[src/rtl/clk_div_pkg.sv]
// Shared types and helpers for the programmable clock divider controller.
package clk_div_pkg;

  localparam int SEL_W_DEF = 3;

  typedef enum logic [1:0] {
    IDLE  = 2'd0,
    RUN   = 2'd1,
    PEND  = 2'd2,
    DRAIN = 2'd3
  } state_t;

  // A select is usable only if it names an existing counter bit.
  function automatic logic sel_valid(input int sel, input int cntW);
    return (sel >= 32'sd0) && (sel < cntW);
  endfunction

endpackage

[src/rtl/clk_div_tap.sv]
// Free-running divider counter with selectable tap, period-boundary detect and
// registered divided output / rising-edge tick.
module clk_div_tap #(
  parameter int CNT_W = 5,
  parameter int SEL_W = 3
) (
  input  logic             clk,
  input  logic             rst,
  input  logic             run,
  input  logic             clear,
  input  logic [SEL_W-1:0] sel,
  output logic             divOut,
  output logic             divTick,
  output logic             bnd
);
  localparam logic [CNT_W-1:0] ONE = {{(CNT_W-1){1'b0}}, 1'b1};

  logic [CNT_W-1:0] cnt;
  logic [CNT_W-1:0] cntNext;
  logic [CNT_W-1:0] tapBit;
  logic [CNT_W-1:0] periodMask;
  logic             nextDiv;

  assign cntNext    = cnt + ONE;
  assign tapBit     = ONE << sel;
  // Bits [sel:0]; for the widest select the shift overflows to zero and the mask becomes all ones.
  assign periodMask = (tapBit << 1'b1) - ONE;
  assign bnd        = ((cnt & periodMask) == periodMask);
  assign nextDiv    = |(cntNext & tapBit);

  // Counter and output registers; clear restarts a full period from zero.
  always_ff @(posedge clk or posedge rst) begin
    if (rst) begin
      cnt     <= {CNT_W{1'b0}};
      divOut  <= 1'b0;
      divTick <= 1'b0;
    end else if (clear) begin
      cnt     <= {CNT_W{1'b0}};
      divOut  <= 1'b0;
      divTick <= 1'b0;
    end else if (run) begin
      cnt     <= cntNext;
      divOut  <= nextDiv;
      divTick <= nextDiv & ~divOut;
    end else begin
      divTick <= 1'b0;
    end
  end

endmodule

[src/rtl/clk_div_ratio_ctrl.sv]
// Glitch-free programmable clock divider: ratio FSM and req/ack handshake around
// a single tap counter; ratio changes and stops land only on period boundaries.
module clk_div_ratio_ctrl
  import clk_div_pkg::*;
#(
  parameter int CNT_W   = 5,
  parameter int DEF_SEL = 0,
  parameter int SEL_W   = SEL_W_DEF
) (
  input  logic             clk,
  input  logic             rst,
  input  logic             en,
  input  logic             sel_req,
  input  logic [SEL_W-1:0] sel_data,
  output logic             sel_ack,
  output logic             sel_err,
  output logic [SEL_W-1:0] cur_sel,
  output logic             div_out,
  output logic             div_tick,
  output logic             busy
);
  state_t           state, nextState;
  logic [SEL_W-1:0] curSel, nextCurSel, pendSel, nextPendSel, reqSel;
  logic             pending, nextPending, selAckQ, nextAck, selErrQ, nextErr;
  logic             accept, reqValid, takeNew, badReq, haveReq;
  logic             bnd, tapClear, tapRun;

  // The cycle after an ack the requester may still hold sel_req; selAckQ masks it.
  assign accept   = sel_req & ~pending & ~selAckQ;
  assign reqValid = sel_valid(int'(sel_data), CNT_W);
  assign takeNew  = accept & reqValid;
  assign badReq   = accept & ~reqValid;
  assign haveReq  = pending | takeNew;
  assign reqSel   = pending ? pendSel : sel_data;
  assign tapRun   = (state != IDLE);

  // Next-state, handshake and counter-clear decisions.
  always_comb begin
    nextState   = state;
    nextCurSel  = curSel;
    nextPendSel = pendSel;
    nextPending = pending;
    nextAck     = badReq;
    nextErr     = badReq;
    tapClear    = 1'b0;
    case (state)
      IDLE: begin
        nextCurSel = takeNew ? sel_data : curSel;
        nextAck    = takeNew | badReq;
        nextState  = en ? RUN : IDLE;
      end
      RUN, PEND, DRAIN: begin
        if (bnd) begin
          nextCurSel  = haveReq ? reqSel : curSel;
          nextAck     = haveReq | badReq;
          nextPending = 1'b0;
          tapClear    = haveReq | (state == DRAIN);
          if (state == DRAIN) begin
            nextState = IDLE;
          end else begin
            nextState = en ? RUN : DRAIN;
          end
        end else begin
          nextPending = haveReq;
          nextPendSel = takeNew ? sel_data : pendSel;
          if (state == RUN) begin
            nextState = en ? (takeNew ? PEND : RUN) : DRAIN;
          end else begin
            nextState = state;
          end
        end
      end
      default: begin
        nextState   = IDLE;
        nextPending = 1'b0;
      end
    endcase
  end

  // Controller state and registered handshake outputs.
  always_ff @(posedge clk or posedge rst) begin
    if (rst) begin
      state   <= IDLE;
      curSel  <= SEL_W'(DEF_SEL);
      pendSel <= {SEL_W{1'b0}};
      pending <= 1'b0;
      selAckQ <= 1'b0;
      selErrQ <= 1'b0;
    end else begin
      state   <= nextState;
      curSel  <= nextCurSel;
      pendSel <= nextPendSel;
      pending <= nextPending;
      selAckQ <= nextAck;
      selErrQ <= nextErr;
    end
  end

  clk_div_tap #(
    .CNT_W(CNT_W),
    .SEL_W(SEL_W)
  ) uTap (
    .clk    (clk),
    .rst    (rst),
    .run    (tapRun),
    .clear  (tapClear),
    .sel    (curSel),
    .divOut (div_out),
    .divTick(div_tick),
    .bnd    (bnd)
  );

  assign sel_ack = selAckQ;
  assign sel_err = selErrQ;
  assign cur_sel = curSel;
  assign busy    = (state == PEND) | (state == DRAIN) | pending;

endmodule

[config.mk]
export PLATFORM = sky130hd
export DESIGN_NAME = clk_div_ratio_ctrl
export DESIGN_NICKNAME = d
export VERILOG_FILES = /design/src/rtl/clk_div_pkg.sv /design/src/rtl/clk_div_tap.sv /design/src/rtl/clk_div_ratio_ctrl.sv
export SDC_FILE = /design/constraint.sdc
export NUM_CORES = 1
export LEC_CHECK = 0
export BUFFER_PORTS_ARGS = -buffer_cell sky130_fd_sc_hd__buf_2
export CAP_MARGIN = 20
export CORE_ASPECT_RATIO = 1.25
export CORE_MARGIN = 10
export CORE_UTILIZATION = 50
export DETAILED_ROUTE_END_ITERATION = 7
export GPL_TIMING_DRIVEN = 0
export HOLD_SLACK_MARGIN = 0.1
export PLACE_DENSITY_LB_ADDON = 0.12
export SLEW_MARGIN = 20
export SYNTH_ARGS = -nofsm -noshare
export SYNTH_HDL_FRONTEND = slang
export SYNTH_SLANG_ARGS = --single-unit
[constraint.sdc]
create_clock -name clk -period 2.2 [get_ports clk]
set_input_delay 0.44 -clock clk [delete_from_list [all_inputs] [get_ports clk]]
set_output_delay 0.44 -clock clk [all_outputs]
set_load 0.01 [all_outputs]
==> flow_summary.toml <==
[yosys]
synthArstFlopShare_pct = 100
synth_area_leaders = "dfrtp_1 45%, xnor2_1 3.5%, nand2_1 3.4%, mux2_2 3.4%, a21oi_1 3.0%"
yosysTopAreaCellShare_pct = 45.0
synth-seq-cells = 18
yosysTopAreaCell = "dfrtp_1"
yosysMostFrequentCell = "dfrtp_1"
synth.avg_cell_area_um2 = 10.6
yosysUniqueCellTypes = 40
synth-main-ff-cell = "dfrtp_1"
synth-edff-count = 0
syn-cell-area_um2 = 1000
syn-num-nets = 102
syn_inst = 94
ys_warn_count = 0
synth_common_cells = "18 x dfrtp_1, 9 x nand2_1, 7 x nor2_1"
ys_seq_area_share_pct = 45.0

[die]
rows = 18
dieHeight_um = 70.0
initial_core_util_pct = 51.7
pin_count = 15
coreArea_um2 = 1940
dieArea_um2 = 4200
die_x_um = 60.0

[route]
drc = 0
vias = 760
dr.pass1.iters = 4
totalWireLength_mm = 1.94
first_iter_violations = 10
avgRoutedWirePerCell_um = 14.8
ant_nets = 0
via_per_inst = 5.80

[timing]
worst_pin_slew_ns = 0.687
fmax_mhz = 546
skew_ns = 0.00899
min_period_ns = 1.83
setup_viol = 0
finalCritPeriodShare_pct = 83.3
slew_headroom_pct = 54.2
setup_ws_ns = 0.368
setup_tns_ns = 0
holdWs_ns = 0.236
drv_slew = 0
hold_viol = 0
rsz0062_at_grt = "false"

[clocking]
hold_buffers = 0
h-tree-depth = 1
clock_sinks = 18
numCtsBuffers = 3
worstSkewPairLatency_ns = 0.29
cts_setup_buffers = 0
cts_tree = "done"
cts_resized = 0
root_buffer = "clkbuf_4"
clk_pin_slew_worst_paths_ns = 0.10
cts_max_path_buffers = 2

[placement]
pre_cts_slack_ns = 0.376
io_buffers = 14
gp_congestion = 0.823
hpwl_mm = 1.49

[worst_setup_path]
critPathSlowestCell = "dfrtp_1"
path_cells = "ha_1 -> xnor2_1 -> mux4_2 -> nor2b_4 -> nor4_2"
crit_fanout = 5
startpoint_type = "flop"
end_kind = "flop"
critPathMaxStageDelay_ns = 0.48
crit_arrival_ns = 2.02
critPathKind = "reg2reg"
crit_required_ns = 2.39

[final_layout]
drive_gt1_share_pct = 31.5
n_antenna_cell = 0
nNetsFinal = 121
syn2layout_area_growth_pct = 11.7

[outcome]
status = "finished clean"

[grt]
antenna_found_initial = 0
overflow = 0
grt_first_pass_wirelength_mm = 3.39
grt_max_degree = 19
grt_pass1_vias = 772
track_usage_pct = 9.72

[pwr]
p_sw_uw = 636
comb_power_share_pct = 49.5
vdd_ir_drop_max_uv = 647
p_int_uw = 939
p_clk_share_pct = 10.1
netSwitchingFraction_pct = 40.4
seqPwrFrac_pct = 40.4
powerDensity_nw_per_um2 = 1410
p_leak_nw = 0.499

[min_path]
hold_path_class = "in2async"

[run]
cap_viol_max_count = 0
## cell usage in the layout, fill, tap and decap left out, drive strengths merged, types with 2 or more instances in the layout
| master | n |
|---|---|
| a21oi | 6 |
| a2bb2oi | 2 |
| buf | 16 |
| clkbuf | 4 |
| dfrtp | 18 |
| inv | 3 |
| mux2 | 3 |
| nand2 | 9 |
| nand2b | 2 |
| nor2 | 8 |
| o21ai | 6 |
| o22ai | 3 |
| o31ai | 2 |
| o32ai | 2 |
| or2 | 3 |
| or3b | 2 |
| xnor2 | 4 |
| xor2 | 2 |
## critical path, delay by kind of cell (launching register included)
family,cells,cell delay (ns)
DFF,1,0.48
muxes,1,0.46
and+or+nand+nor,2,0.38
adders and majority gates,1,0.28
xor gates and xnor gates,1,0.13
## power groups by stage
stage	logic, mW	registers, mW	clock network [mW]
after floorplan	0.606	0.633	0
after global placement	0.766	0.640	0
after detailed placement	0.785	0.644	0
after CTS	0.789	0.637	0.167
after global routing	0.861	0.662	0.172
final	0.779	0.637	0.159
## path summary, 6_finish.rpt
kind                                              start  depth (start not counted)  slack [ns]                      end
worst min register to register  uTap.divOut$_DFFE_PP0P_                          1        0.48   uTap.divTick$_DFF_PP0_
worst max-delay path            uTap.cnt[0]$_DFFE_PP0P_                          5        0.37   uTap.divTick$_DFF_PP0_
worst min-delay path                                rst                          2        0.24  uTap.cnt[1]$_DFFE_PP0P_
min in group clk                            sel_data[0]                          2        0.42   pendSel[0]$_DFFE_PP0P_
max in group asynchronous                           rst                          2        1.52   cur_sel[0]$_DFFE_PP0P_
worst max register to register  uTap.cnt[0]$_DFFE_PP0P_                          5        0.37   uTap.divTick$_DFF_PP0_
## registers in the layout, indices dropped and copies added, names as in the netlist
register      flops
uTap.cnt          5
cur_sel           3
pendSel           3
state             2
pending           1
sel_ack           1
sel_err           1
uTap.divOut       1
uTap.divTick      1
## layout make-up
| type | count | area [µm²] |
|---|---|---|
| well taps | 20 | 25.0 |
| multi-input cells | 70 | 526 |
| clock buffers | 3 | 22.5 |
| flip-flops and latches | 18 | 450 |
| plain buffers | 3 | 13.8 |
| fillers | 175 | 818 |
| repair buffers | 14 | 70.1 |
| inverters | 3 | 11.3 |
## cells by family (layout without fill, tap and decap cells)
family          Yosys count  count (layout)  share of synthesized area [%]
flops                    18              18                           45.0
compound gates           29              29                           22.3
simple gates             30              30                           18.1
fa+ha+maj                 1               1                           1.25
buf+inv                   6              23                           2.50
mux                       4               4                           5.62
xor+xnor                  6               6                           5.25
## through the flow
step | instance area [µm²] | cells | utilization [%] | power, mW
final | 1120 | 131 | 57.8 | 1.58
after global placement | 1100 | 128 | 56.6 | 1.41
after floorplan | 1000 | 94 | - | 1.24
after CTS | 1120 | 131 | 57.8 | 1.59
after global routing | 1120 | 131 | 57.8 | 1.70
after detailed placement | 1100 | 128 | 56.6 | 1.43
## metal layers
layer	up-vias	GRT usage, %	wire [µm]
met2	12	15.7	991
met4	0	3.75	21
met5	-	0	0
met1	368	11.9	845
li1	376	-	-
met3	4	2.17	80
(Power assumes the default switching activity.)
